**src/rtl/mmio_pkg.sv**
```systemverilog
// Shared definitions for the MMIO bridge and its TX FIFO.
// Contents:
//   MMIO_BASE           upper address half that selects the register window
//   mmio_reg_e          register offsets inside the window (dataadr[7:0])
//   STAT_*_BIT          bit positions inside the STATUS word
//   TX_CLR_OVF_BIT      writedata bit that turns a TXDATA write into an ovf clear
//   DEFAULT_FIFO_DEPTH  default TX FIFO depth (power of two, >= 2)
//   is_mmio()           address decode helper
package mmio_pkg;

    localparam logic [15:0] MMIO_BASE = 16'hFFFF;

    typedef enum logic [7:0] {
        REG_LED   = 8'h00,
        REG_TX    = 8'h04,
        REG_CYCLE = 8'h08,
        REG_CMP   = 8'h0C,
        REG_IRQ   = 8'h10
    } mmio_reg_e;

    localparam int STAT_EMPTY_BIT = 0;
    localparam int STAT_FULL_BIT  = 1;
    localparam int STAT_OVF_BIT   = 2;

    localparam int TX_CLR_OVF_BIT = 31;

    localparam int DEFAULT_FIFO_DEPTH = 4;

    function automatic logic is_mmio(input logic [31:0] adr);
        return (adr[31:16] == MMIO_BASE);
    endfunction

endpackage

```
**src/rtl/tx_fifo.sv**
```systemverilog
// Byte-wide transmit FIFO.
// Ports:
//   clk      rising-edge clock
//   rst_n    asynchronous active-low reset; empties the FIFO
//   push_i   write wdata_i at the tail (ignored when full unless popping)
//   pop_i    remove the head entry (ignored when empty)
//   wdata_i  byte to enqueue
//   rdata_o  head (oldest) byte; 0 while empty
//   full_o   DEPTH entries held
//   empty_o  no entries held
//   count_o  number of entries held, width log2(DEPTH)+1
module tx_fifo
    import mmio_pkg::*;
#(
    parameter int DEPTH = DEFAULT_FIFO_DEPTH
) (
    input  logic                     clk,
    input  logic                     rst_n,
    input  logic                     push_i,
    input  logic                     pop_i,
    input  logic [7:0]               wdata_i,
    output logic [7:0]               rdata_o,
    output logic                     full_o,
    output logic                     empty_o,
    output logic [$clog2(DEPTH):0]   count_o
);

    localparam int AW = $clog2(DEPTH);
    localparam int CW = AW + 1;

    logic [7:0]    mem_q [DEPTH];
    logic [AW-1:0] wr_ptr_q;
    logic [AW-1:0] wr_ptr_d;
    logic [AW-1:0] rd_ptr_q;
    logic [AW-1:0] rd_ptr_d;
    logic [CW-1:0] count_q;
    logic [CW-1:0] count_d;
    logic          pop_ok_s;
    logic          push_ok_s;

    assign full_o  = (count_q == CW'(DEPTH));
    assign empty_o = (count_q == {CW{1'b0}});
    assign count_o = count_q;

    // When full, a push is only legal if the head slot is freed in the
    // same cycle; since wr_ptr==rd_ptr then, the new byte lands in the
    // slot being vacated and becomes the new tail.
    assign pop_ok_s  = pop_i && !empty_o;
    assign push_ok_s = push_i && (!full_o || pop_ok_s);

    // Head byte, forced to zero while empty so stale entries never show.
    always_comb begin
        if (empty_o) begin
            rdata_o = 8'h00;
        end else begin
            rdata_o = mem_q[rd_ptr_q];
        end
    end

    // Next-state for pointers and occupancy; pointers wrap naturally at DEPTH.
    always_comb begin
        wr_ptr_d = wr_ptr_q;
        rd_ptr_d = rd_ptr_q;
        count_d  = count_q;
        if (push_ok_s) begin
            wr_ptr_d = wr_ptr_q + AW'(1);
        end else begin
            wr_ptr_d = wr_ptr_q;
        end
        if (pop_ok_s) begin
            rd_ptr_d = rd_ptr_q + AW'(1);
        end else begin
            rd_ptr_d = rd_ptr_q;
        end
        if (push_ok_s && !pop_ok_s) begin
            count_d = count_q + CW'(1);
        end else if (pop_ok_s && !push_ok_s) begin
            count_d = count_q - CW'(1);
        end else begin
            count_d = count_q;
        end
    end

    // Pointer and occupancy registers.
    always_ff @(posedge clk or negedge rst_n) begin
        if (!rst_n) begin
            wr_ptr_q <= {AW{1'b0}};
            rd_ptr_q <= {AW{1'b0}};
            count_q  <= {CW{1'b0}};
        end else begin
            wr_ptr_q <= wr_ptr_d;
            rd_ptr_q <= rd_ptr_d;
            count_q  <= count_d;
        end
    end

    // Storage array.
    always_ff @(posedge clk or negedge rst_n) begin
        if (!rst_n) begin
            for (int i = 0; i < DEPTH; i++) begin
                mem_q[i] <= 8'h00;
            end
        end else if (push_ok_s) begin
            mem_q[wr_ptr_q] <= wdata_i;
        end
    end

endmodule

```
**src/rtl/mmio_bridge.sv**
```systemverilog
// Splits core data accesses between data memory and a small MMIO register
// window (LED, TX FIFO, free-running cycle counter, compare, interrupt).
// Ports:
//   clk         rising-edge clock
//   reset       asynchronous active-low reset
//   memwrite    core store strobe
//   dataadr     core data address; upper half 0xFFFF selects MMIO
//   writedata   core store data
//   readdata    combinational load data back to the core
//   dmem_we     data memory write enable (stores outside MMIO)
//   dmem_rdata  data memory read data
//   leds        LED register
//   tx_data     TX FIFO head byte
//   tx_valid    TX FIFO non-empty
//   tx_ready    consumer takes the head byte this cycle
//   irq         sticky cycle==compare interrupt
module mmio_bridge
    import mmio_pkg::*;
#(
    parameter int FIFO_DEPTH = DEFAULT_FIFO_DEPTH
) (
    input  logic        clk,
    input  logic        reset,
    input  logic        memwrite,
    input  logic [31:0] dataadr,
    input  logic [31:0] writedata,
    output logic [31:0] readdata,
    output logic        dmem_we,
    input  logic [31:0] dmem_rdata,
    output logic [7:0]  leds,
    output logic [7:0]  tx_data,
    output logic        tx_valid,
    input  logic        tx_ready,
    output logic        irq
);

    localparam int CW = $clog2(FIFO_DEPTH) + 1;

    logic [7:0]    leds_q;
    logic [7:0]    leds_d;
    logic [31:0]   cycle_q;
    logic [31:0]   cycle_d;
    logic [31:0]   cmp_q;
    logic [31:0]   cmp_d;
    logic          irq_q;
    logic          irq_d;
    logic          ovf_q;
    logic          ovf_d;

    logic          mmio_sel_s;
    logic [7:0]    off_s;
    logic          reg_wr_s;
    logic          wr_led_s;
    logic          wr_tx_s;
    logic          wr_cycle_s;
    logic          wr_cmp_s;
    logic          wr_irq_s;
    logic          tx_push_s;
    logic          ovf_clr_s;
    logic          tx_pop_s;
    logic          tx_drop_s;
    logic          tx_full_s;
    logic          tx_empty_s;
    logic [CW-1:0] tx_count_s;
    logic          irq_hit_s;
    logic [31:0]   status_s;
    logic [31:0]   reg_rdata_s;
    logic          unused_adr_s;

    // Only the low byte picks the register, so the window aliases across
    // dataadr[15:8].
    assign unused_adr_s = ^dataadr[15:8];

    assign mmio_sel_s = is_mmio(dataadr);
    assign off_s      = dataadr[7:0];
    assign reg_wr_s   = memwrite && mmio_sel_s;
    assign dmem_we    = memwrite && !mmio_sel_s;

    assign wr_led_s   = reg_wr_s && (off_s == REG_LED);
    assign wr_tx_s    = reg_wr_s && (off_s == REG_TX);
    assign wr_cycle_s = reg_wr_s && (off_s == REG_CYCLE);
    assign wr_cmp_s   = reg_wr_s && (off_s == REG_CMP);
    assign wr_irq_s   = reg_wr_s && (off_s == REG_IRQ);

    // A TXDATA write with the top bit set is an ovf-clear command, not a push.
    assign tx_push_s  = wr_tx_s && !writedata[TX_CLR_OVF_BIT];
    assign ovf_clr_s  = wr_tx_s && writedata[TX_CLR_OVF_BIT];

    assign tx_valid   = (tx_count_s != {CW{1'b0}});
    assign tx_pop_s   = tx_valid && tx_ready;
    assign tx_drop_s  = tx_push_s && tx_full_s && !tx_pop_s;

    assign irq_hit_s  = (cycle_q == cmp_q) && (cmp_q != 32'h0000_0000);

    assign leds = leds_q;
    assign irq  = irq_q;

    tx_fifo #(
        .DEPTH   (FIFO_DEPTH)
    ) u_tx_fifo (
        .clk     (clk),
        .rst_n   (reset),
        .push_i  (tx_push_s),
        .pop_i   (tx_pop_s),
        .wdata_i (writedata[7:0]),
        .rdata_o (tx_data),
        .full_o  (tx_full_s),
        .empty_o (tx_empty_s),
        .count_o (tx_count_s)
    );

    // STATUS word assembly.
    always_comb begin
        status_s                 = 32'h0000_0000;
        status_s[STAT_EMPTY_BIT] = tx_empty_s;
        status_s[STAT_FULL_BIT]  = tx_full_s;
        status_s[STAT_OVF_BIT]   = ovf_q;
    end

    // Register read mux and final load-data select.
    always_comb begin
        reg_rdata_s = 32'h0000_0000;
        case (off_s)
            REG_LED:   reg_rdata_s = {24'h00_0000, leds_q};
            REG_TX:    reg_rdata_s = status_s;
            REG_CYCLE: reg_rdata_s = cycle_q;
            REG_CMP:   reg_rdata_s = cmp_q;
            REG_IRQ:   reg_rdata_s = {31'h0000_0000, irq_q};
            default:   reg_rdata_s = 32'h0000_0000;
        endcase
        if (mmio_sel_s) begin
            readdata = reg_rdata_s;
        end else begin
            readdata = dmem_rdata;
        end
    end

    // Next-state for the register file, counter, interrupt and overflow flag.
    always_comb begin
        leds_d  = leds_q;
        cmp_d   = cmp_q;
        cycle_d = cycle_q;
        irq_d   = irq_q;
        ovf_d   = ovf_q;

        if (wr_led_s) begin
            leds_d = writedata[7:0];
        end else begin
            leds_d = leds_q;
        end

        if (wr_cmp_s) begin
            cmp_d = writedata;
        end else begin
            cmp_d = cmp_q;
        end

        // Clear beats increment; the increment wraps at 2^32.
        if (wr_cycle_s) begin
            cycle_d = 32'h0000_0000;
        end else begin
            cycle_d = cycle_q + 32'h0000_0001;
        end

        // A new match wins over a simultaneous W1C so no event is lost.
        if (irq_hit_s) begin
            irq_d = 1'b1;
        end else if (wr_irq_s && writedata[0]) begin
            irq_d = 1'b0;
        end else begin
            irq_d = irq_q;
        end

        if (ovf_clr_s) begin
            ovf_d = 1'b0;
        end else if (tx_drop_s) begin
            ovf_d = 1'b1;
        end else begin
            ovf_d = ovf_q;
        end
    end

    // Register file state.
    always_ff @(posedge clk or negedge reset) begin
        if (!reset) begin
            leds_q  <= 8'h00;
            cycle_q <= 32'h0000_0000;
            cmp_q   <= 32'h0000_0000;
            irq_q   <= 1'b0;
            ovf_q   <= 1'b0;
        end else begin
            leds_q  <= leds_d;
            cycle_q <= cycle_d;
            cmp_q   <= cmp_d;
            irq_q   <= irq_d;
            ovf_q   <= ovf_d;
        end
    end

endmodule

```
**config.mk**
```make
export PLATFORM = sky130hd
export DESIGN_NAME = mmio_bridge
export DESIGN_NICKNAME = d
export VERILOG_FILES = /design/src/rtl/mmio_pkg.sv /design/src/rtl/tx_fifo.sv /design/src/rtl/mmio_bridge.sv
export SDC_FILE = /design/constraint.sdc
export NUM_CORES = 1
export LEC_CHECK = 0
export ABC_AREA = 1
export BUFFER_PORTS_ARGS = -buffer_cell sky130_fd_sc_hd__buf_2
export CORE_UTILIZATION = 61
export DETAILED_ROUTE_END_ITERATION = 10
export GPL_ROUTABILITY_DRIVEN = 0
export GPL_TIMING_DRIVEN = 0
export PLACE_DENSITY = 0.87
export SYNTH_ARGS = -nofsm -noshare
export SYNTH_HDL_FRONTEND = slang
export SYNTH_HIERARCHICAL = 1
export SYNTH_SLANG_ARGS = --single-unit
```
**constraint.sdc**
```tcl
create_clock -name clk -period 6.9 [get_ports clk]
set_clock_uncertainty 0.2 [all_clocks]
set_input_delay 1.38 -clock clk [delete_from_list [all_inputs] [get_ports clk]]
set_output_delay 1.38 -clock clk [all_outputs]
set_load 0.005 [all_outputs]
```
After elaboration in Yosys (flattened, before gate mapping)
Index checks and enable logic that the tools add are counted.
W data, S select, Z words.
{"block": "word_totals", "reg_bits": 113}
{"block": "op_classes", "add_sub_neg": 5, "order_cmp": 3, "n_eq_ne": 7, "mux": 16, "bitwise": 2, "reduce_logical": 34}
{"op": "$pmux W32 S5", "n": 1}
{"op": "$mux W32", "n": 2}
{"op": "$add A32 B1 Y32 const B", "n": 1}
{"op": "$bwmux W32", "n": 1}
{"op": "$eq A32 B32 Y1", "n": 1}
{"op": "$mux W8", "n": 4}
{"op": "$reduce_bool A32 Y1", "n": 1}
{"op": "$logic_and A1 B1 Y1", "n": 19}
{"op": "$bmux W8 S2", "n": 1}
{"op": "$demux W8 S2", "n": 1}
{"op": "$eq A16 B16 Y1 const B", "n": 1}
{"op": "$eq A8 B4 Y1 const B", "n": 2}
{"op": "$eq A8 B3 Y1 const B", "n": 1}
{"op": "$eq A8 B5 Y1 const B", "n": 1}
{"op": "$logic_not A8 Y1", "n": 1}
{"op": "$logic_not A1 Y1", "n": 7}
{"op": "$ge A3 B3 Y1 const B", "n": 2}
{"op": "$mux W3", "n": 2}
{"op": "$not A2 Y3", "n": 2}
{"op": "$reduce_bool A2 Y1", "n": 3}
{"op": "$add A2 B1 Y2 const B", "n": 2}
{"op": "$mux W1", "n": 4}
{"op": "$add A3 B1 Y3 const B", "n": 1}
{"op": "$eq A3 B3 Y1 const B", "n": 1}
{"op": "other kinds (5)", "n": 5}

Logic depth before layout (Yosys ltp)
Gate-level depths: netlist (run 1).
{"block": "depth", "depth_word": 9, "ltp_mapped": 17, "mapped_depth_nobuf": 15}

Cells and area by module
The synthesis (run 1) kept the hierarchy.
{"mod": "mmio_bridge", "instances": 1, "cells_per_inst": 829, "area_each_um2": 5427.7, "seq_area_each_um2": 1851.8}
{"mod": "tx_fifo", "instances": 1, "cells_per_inst": 260, "area_each_um2": 2084.5, "seq_area_each_um2": 975.9}

Least setup slack after synthesis (run 1)
OpenSTA, ideal clock, no wires.
{"block": "synth_path", "path_type": "in2out", "startpoint": "input dataadr[1]", "endpoint": "output readdata[17]", "t_arrival_ns": 2.292, "required_time_ns": 5.320, "slack_ns": 3.028, "path_stages": 8, "path_buffers": 1, "cell_sequence": "nor2_2 -> nand2_2 -> nor2_2 -> nand2_4 -> clkbuf_1 -> o22ai_1 -> nand2_1 -> nand2_1"}
{"block": "synth_between", "elab_chain_len": 3, "elab_cells_between_ends": 7}
{"item": "from (decl)", "line_no": "mmio_bridge.sv:25", "source": "input logic [31:0] dataadr,"}
{"item": "$eq A8 B5 Y1 (tied with other cells)", "line_no": "mmio_bridge.sv:123", "source": "case (off_s)"}
{"item": "$pmux W32 S5 (*)", "line_no": "mmio_bridge.sv:123"}
{"item": "$mux W32 (*)", "line_no": "mmio_bridge.sv:131", "source": "if (mmio_sel_s) begin"}
{"item": "to (decl)", "line_no": "mmio_bridge.sv:27", "source": "output logic [31:0] readdata,"}
Mark *: on every way between the ends. The rest lies on a longest branch, timed or not.

Worst setup path in the final report (run 1)
{"block": "layout_path", "startpoint": "input dataadr[7]", "endpoint": "output readdata[24]"}
The elaborated chain is that of the path after synthesis.

==> impl_metrics.yaml, run 1 <==
cts:
  htree_num_levels: 4
  maximum_clock_path_buffer_count: 2
  cts_sinks: 113
  number_of_setup_buffers_added_after_cts: 0
  cts-buffers-inserted: 17
  ctsResizeCount: 0
  cts_hold_buffers: 0
  cts.clk_slew.worst_paths_ns: 0.05
  clk_lat_worst_skew_ns: 0.42
  clock_tree.root_cell: "sky130_fd_sc_hd__clkbuf_16"
  cts_tree: "done"
sta:
  final.setup.tns_ns: 0
  part_of_the_cycle_the_worst_path_needs_pct: 65.7
  tightestPinTransition_ns: 0.662
  final_period_minus_worst_setup_slack_ns: 4.53
  rsz_0062_raised_after_global_routing: "no"
  slew-limit-headroom_pct: 55.9
  achievable-frequency_ghz: 0.221
  final-max-slew-violation-count: 0
  hold_viol: 0
  hold_ws_ns: 0.271
  setup-violations-final: 0
setup_path:
  worstPathRequired_ns: 5.32
  timing.critical_path.to_type: "primary output"
  timing.critical_path.fanout_max: 10
  cp_cell_sequence: "buf_2, nor2_2, nand3_2, inv_2, nand2_2, buf_1, o22ai_1, nand2_1, nand2_1, buf_2"
  critical_path.startpoint_type: "input port"
  worst-setup-path-type: "in -> out"
  endpoint_arrival_time_on_the_critical_path_ns: 2.95
  worst-path-buf-inv: 4
  crit_path_max_delay_cell_type: "sky130_fd_sc_hd__buf_1"
  stage_delay_of_the_slowest_cell_on_the_critical_path_ns: 0.35
  cpLargestDelayFamily: "buffers and inverters"
final_layout:
  synthToLayoutAreaGrowth_pct: 20.6
  layout.cells.most_common_list: "sky130_fd_sc_hd__nand2_1 (454), sky130_fd_sc_hd__buf_2 (153), sky130_fd_sc_hd__inv_1 (128)"
  finish.utilization_pct: 75.4
  multi_input_logic_area_mm2: 0.00388
  layout_commonest_cell: "sky130_fd_sc_hd__nand2_1"
  num-fill-cells: 905
  drive_above_1_share_pct: 21.6
  num_antenna_cells: 0
  final-seq-area_mm2: 0.00283
  nets: 1358
yosys:
  synth_cells: 1089
  synthesis.area_per_instance_um2: 6.90
  synth_sequential_area_ratio_pct: 37.6
  synth-warning-count: 6
  synthesis.nets: 1196
  dominantRegCellSynth: "sky130_fd_sc_hd__dfrtp_1"
  post_synth_instance_area_mm2: 0.00751
  ys_async_sr_fraction_pct: 100
  synth-seq-cells: 113
  synth-edff-count: 0
  netlist-cell-type-count: 37
drt:
  drt-total-wl_mm: 22.1
  drt_wl_cell_um: 15.7
  drt_first_pass_iters: 5
  drt_first_iter_violations: 720
  via_count: 7804
  ant_nets: 0
  routed_via_density: 5.53
  drcViolationCount: 0
global_routing:
  antenna_found_initial: 0
  global_route.overflow_total: 0
  global_route_wire_length_before_repair_mm: 35.6
  grt_start_max_net_pins: 67
  first_global_vias: 7448
  grt_usage_pct: 36.5
hold_path:
  min_path_type: "reg -> reg"
die:
  die_height_um: 113
  die_area_mm2: 0.0128
  pin_count: 151
  area_of_the_core_mm2: 0.0120
  fp-row-count: 40
  initial_utilization_pct: 62.5
  die_width_um: 113
placed_design:
  place_hpwl_mm: 16.1
  place.port_buffers: 142
power:
  total_power_mw: 1.95
  power_per_standard_cell_area_mw_per_mm2: 215
  worst_ir_drop_on_vdd_uv: 219
  power.leakage_nw: 5.03
run:
  cap_viol_max_count: 0
run_status:
  status: "finished, final reports clean"
==> through the flow <==
| stage | worst slack (ns) | instances | cell area (um^2) |
|---|---|---|---|
| after global placement | 2.50 | 1378 | 8410 |
| after floorplan | 3.03 | 1089 | 7510 |
| after CTS | 2.47 | 1410 | 9060 |
| after global routing | 2.31 | 1410 | 9060 |
| final | 2.37 | 1410 | 9060 |
| after detailed placement | 2.49 | 1379 | 8440 |
==> worst min-delay path, cell delays in order (launching register included) <==
cell and delay (ns):
sky130_fd_sc_hd__dfrtp_1 0.34, sky130_fd_sc_hd__nand2_1 0.05, sky130_fd_sc_hd__nand2_1 0.05
==> power by group <==
| group | total (mW) | internal, mW | leakage (nW) | switching [mW] |
|---|---|---|---|---|
| Clock | 0.926 | 0.619 | 0.299 | 0.307 |
| Sequential | 0.699 | 0.679 | 1.49 | 0.0195 |
| Combinational | 0.325 | 0.128 | 3.24 | 0.197 |
==> cells by family (layout without fill, tap and decap cells) <==
kind of cell    after synthesis  after routing  synth area share (%)
fa+ha+maj                     7              7                  1.27
buf+inv                     176            350                  10.8
compound gates              105            105                  8.99
xor+xnor                     31             31                  3.61
flops                       113            113                  37.6
simple gates                657            657                  37.7
==> final cells by class <==
type	instances	area share [%]
buffer	38	3.15
clock buffer	21	5.08
clock inverter	10	1.75
inverter	138	5.77
multi-input combinational	800	42.8
sequential	113	31.2
tap	147	2.03
timing repair buffer	143	8.22
==> state kept, by name, summed over array words and instances (netlist names) <==
| signal | count |
|---|---|
| cycle_q | 32 |
| ovf_q | 1 |
| u_tx_fifo/mem_q | 32 |
| irq | 1 |
| u_tx_fifo/rd_ptr_q | 2 |
| cmp_q | 32 |
| leds | 8 |
| u_tx_fifo/wr_ptr_q | 2 |
| u_tx_fifo/count_o | 3 |
==> final timing paths <==
kind | start | depth (start not counted) | slack, ns | endpoint
worst max-delay path | dataadr[7] | 10 | 2.37 | readdata[24]
worst min-delay path | u_tx_fifo/mem_q[9] | 2 | 0.27 | u_tx_fifo/mem_q[9]
worst max register to register | u_tx_fifo/count_o[0] | 13 | 4.06 | u_tx_fifo/count_o[2]
worst min register to register | u_tx_fifo/mem_q[9] | 2 | 0.27 | u_tx_fifo/mem_q[9]
max in group asynchronous | reset | 2 | 5.11 | cycle_q[11]
min in group asynchronous | reset | 1 | 0.68 | cmp_q[12]
==> Yosys cell counts, types with 2 or more instances <==
master / n / area share (%)
sky130_fd_sc_hd__a21oi_1: 22 / 1.5
sky130_fd_sc_hd__o211ai_1: 4 / 0.40
sky130_fd_sc_hd__buf_6: 15 / 2.2
sky130_fd_sc_hd__nand2_2: 4 / 0.33
sky130_fd_sc_hd__nand4_1: 37 / 3.1
sky130_fd_sc_hd__o21ai_1: 9 / 0.60
sky130_fd_sc_hd__nor2_1: 81 / 4.0
sky130_fd_sc_hd__nor2_2: 5 / 0.42
sky130_fd_sc_hd__nor3_1: 19 / 1.3
sky130_fd_sc_hd__clkbuf_1: 5 / 0.25
sky130_fd_sc_hd__nand3_4: 6 / 1.4
sky130_fd_sc_hd__nand2_1: 454 / 23
sky130_fd_sc_hd__dfrtp_1: 113 / 38
sky130_fd_sc_hd__nand2_4: 2 / 0.30
sky130_fd_sc_hd__nand3_2: 4 / 0.53
sky130_fd_sc_hd__inv_1: 128 / 6.4
sky130_fd_sc_hd__inv_2: 8 / 0.40
sky130_fd_sc_hd__o21ai_2: 32 / 3.7
sky130_fd_sc_hd__xnor2_1: 18 / 2.1
sky130_fd_sc_hd__nor2_4: 6 / 0.90
sky130_fd_sc_hd__buf_4: 4 / 0.40
sky130_fd_sc_hd__o22ai_1: 14 / 1.2
sky130_fd_sc_hd__nand3_1: 33 / 2.2
sky130_fd_sc_hd__buf_2: 12 / 0.80
sky130_fd_sc_hd__o21ai_0: 23 / 1.5
sky130_fd_sc_hd__buf_1: 2 / 0.10
sky130_fd_sc_hd__xor2_1: 13 / 1.5
sky130_fd_sc_hd__ha_1: 6 / 1.0
sky130_fd_sc_hd__nand3b_1: 2 / 0.20
==> per-layer routing <==
layer  up-vias  routed length, um  global-route usage [%]
li1       3740                  -                       -
met4         0                972                    20.7
met1      3578               8450                    42.6
met2       410              11000                    62.7
met3        76               1750                    7.61
met5         -                  0                       0
(Power assumes the default switching activity.)
==> run 2, diff against run 1 <==
- ABC_AREA: 1 -> 0
- CORE_UTILIZATION: 61 -> 55
- PLACE_DENSITY: 0.87 -> 0.81
- clock period: 6.9 -> 4.6 ns (I/O delays scaled with it)
==> impl_metrics.yaml, run 2 <==
global_routing:
  global_route.overflow_total: 0
  first_global_vias: 5465
  groute.layer.met3.usage_pct: 7.47
  grt_usage_pct: 31.3
  groute.layer.met1.usage_pct: 38.8
  global_route.usage.met2_pct: 53.5
  grt_start_max_net_pins: 70
  antenna_found_initial: 0
  global_route_wire_length_before_repair_mm: 28.2
  gr-max-usage-layer: "met2"
setup_path:
  endpoint_arrival_time_on_the_critical_path_ns: 4.33
  worst-setup-path-type: "in -> reg"
  crit-reg2reg-capture: "u_tx_fifo/count_o[1]"
  timing.critical_path.to_type: "flip-flop"
  rr_startpoint: "u_tx_fifo/count_o[1]"
  timing.critical_path.fanout_max: 10
  rrSetupSlack_ns: 1.54
  timing.reg2reg.worst_path_depth: 8
  worstPathRequired_ns: 4.73
  critical_path.startpoint_type: "input port"
sta:
  achievable-frequency_ghz: 0.238
  part_of_the_cycle_the_worst_path_needs_pct: 91.5
  worst_slack_ns: 0.393
  hold_ws_ns: 0.302
  final-max-slew-violation-count: 0
  tightestPinTransition_ns: 0.700
  rsz_0062_raised_after_global_routing: "no"
  final_period_minus_worst_setup_slack_ns: 4.21
  hold_viol: 0
  setup-violations-final: 0
  slew-limit-headroom_pct: 52.9
yosys:
  netlist-cell-type-count: 46
  ys_async_sr_fraction_pct: 100
  synthesis.nets: 714
  netlist_top_cells_area: "sky130_fd_sc_hd__dfrtp_1 (44%), sky130_fd_sc_hd__mux2_2 (13%), sky130_fd_sc_hd__xor2_1 (5.8%), sky130_fd_sc_hd__mux4_2 (3.5%), sky130_fd_sc_hd__a22oi_1 (2.8%)"
  synth_sequential_area_ratio_pct: 43.9
  synth_top_area_share_pct: 43.9
  synthesis.area_per_instance_um2: 10.6
  post_synth_instance_area_mm2: 0.00644
  synth-warning-count: 6
  synth_cells: 607
  yosys.cell_count.top_type: "sky130_fd_sc_hd__dfrtp_1"
  dominantRegCellSynth: "sky130_fd_sc_hd__dfrtp_1"
  synth-edff-count: 0
  synth-seq-cells: 113
  synth_commonest_cells: "sky130_fd_sc_hd__dfrtp_1 (113), sky130_fd_sc_hd__mux2_2 (76), sky130_fd_sc_hd__nand2_1 (44)"
  synth_top_area_cell: "sky130_fd_sc_hd__dfrtp_1"
drt:
  routed_via_density: 6.16
  drt-total-wl_mm: 18.2
  drt_first_pass_iters: 5
  drt_wl_cell_um: 19.8
  drt_first_iter_violations: 419
  ant_nets: 0
  via_count: 5679
  drcViolationCount: 0
die:
  pin_count: 151
  die_area_mm2: 0.0121
  die_height_um: 110
  area_of_the_core_mm2: 0.0114
  die_width_um: 110
  initial_utilization_pct: 56.4
  fp-row-count: 39
cts:
  clock_tree.root_cell: "sky130_fd_sc_hd__clkbuf_16"
  cts_sinks: 113
  number_of_setup_buffers_added_after_cts: 0
  htree_num_levels: 4
  maximum_clock_path_buffer_count: 2
  cts.clk_slew.worst_paths_ns: 0.05
  cts_tree: "done"
  clk_lat_worst_skew_ns: 0.41
  cts_hold_buffers: 0
  cts-buffers-inserted: 17
  ctsResizeCount: 0
placed_design:
  placedInstanceArea_mm2: 0.00735
  place.port_buffers: 141
  place_hpwl_mm: 13.4
  placement.setup.worst_slack_ns: -0.0120
final_layout:
  synthToLayoutAreaGrowth_pct: 23.9
  num_antenna_cells: 0
  layout_commonest_cell: "sky130_fd_sc_hd__buf_2"
  nets: 875
  layout.cells.most_common_list: "sky130_fd_sc_hd__buf_2 (152), sky130_fd_sc_hd__dfrtp_1 (113), sky130_fd_sc_hd__mux2_2 (76)"
  biggestRegsByFlops: "cmp_q (32), cycle_q (32), u_tx_fifo/mem_q (32)"
  final_instance_area_mm2: 0.00798
  drive_above_1_share_pct: 36.3
  finish.utilization_pct: 69.9
run_status:
  status: "finished, final reports clean"
hold_path:
  min_path_type: "reg -> reg"
  min_to: "u_tx_fifo/mem_q[9]"
  min_delay_path_depth: 1
  min_from: "u_tx_fifo/mem_q[9]"
power:
  worst_ir_drop_on_vdd_uv: 425
  power.leakage_nw: 3.89
  power_per_standard_cell_area_mw_per_mm2: 315
run:
  cap_viol_max_count: 0
-- run 2: routing by layer --
| layer | wire [um] | vias up | part of all wire [%] |
|---|---|---|---|
| li1 | - | 2554 | - |
| met1 | 7090 | 2812 | 39 |
| met2 | 9390 | 268 | 51 |
| met3 | 1350 | 45 | 7.4 |
| met4 | 420 | 0 | 2.3 |
| met5 | 0 | - | 0 |
-- run 2: cell families (layout without fill, tap and decap cells) --
| group | count (synthesis) | after routing | share of synthesized area, % |
|---|---|---|---|
| DFF | 113 | 113 | 43.9 |
| buffers and inverters | 55 | 227 | 3.61 |
| muxes | 94 | 94 | 18.0 |
| xor gates and xnor gates | 52 | 52 | 7.07 |
| AOI/OAI and AO/OA | 97 | 97 | 9.58 |
| adders and majority gates | 7 | 7 | 1.48 |
| and+or+nand+nor | 189 | 189 | 16.3 |
-- run 2: area by class of cell --
type,count,area (um^2)
Buffer,44,191
Clock buffer,21,470
Clock inverter,9,155
Fill cell,807,3440
Inverter,11,41.3
Multi-Input combinational cell,439,3380
Sequential cell,113,2830
Tap cell,143,179
Timing Repair Buffer,142,736
-- run 2: per-stage QoR --
stage / power, mW / std cells / TNS (ns)
floorplan: 1.04 / 607 / 0
global placement: 1.12 / 891 / 0
detailed placement: 1.13 / 892 / -0.0120
CTS: 2.52 / 922 / 0
global route: 2.58 / 922 / 0
finish: 2.51 / 922 / 0
-- run 2: power by group --
group          total [mW]  switching, mW  internal (mW)
clock network        1.40          0.458          0.943
registers           0.995      0.0000150          0.995
logic               0.116         0.0638         0.0522
-- run 2: worst max-delay path by stage --
stage / start / to / depth (start not counted)
2_1_floorplan: dataadr[30] / u_tx_fifo/count_o[2] / 11
3_3_place_gp: dataadr[30] / u_tx_fifo/count_o[2] / 12
3_5_place_dp: dataadr[26] / u_tx_fifo/count_o[2] / 12
4_1_cts: dataadr[26] / u_tx_fifo/count_o[2] / 12
5_1_grt: dataadr[25] / u_tx_fifo/count_o[2] / 12
6_report: dataadr[25] / u_tx_fifo/count_o[2] / 12
-- run 2: critical path, cell delays in order --
cell and delay, ns:
sky130_fd_sc_hd__buf_2 0.09, sky130_fd_sc_hd__nand4_1 0.16, sky130_fd_sc_hd__or4_1 0.61, sky130_fd_sc_hd__clkbuf_1 0.36, sky130_fd_sc_hd__nor4_1 0.72, sky130_fd_sc_hd__nor2b_1 0.34
sky130_fd_sc_hd__ha_1 0.24, sky130_fd_sc_hd__inv_1 0.06, sky130_fd_sc_hd__fa_1 0.37, sky130_fd_sc_hd__xor2_1 0.15, sky130_fd_sc_hd__nor2_1 0.13, sky130_fd_sc_hd__xor2_1 0.18
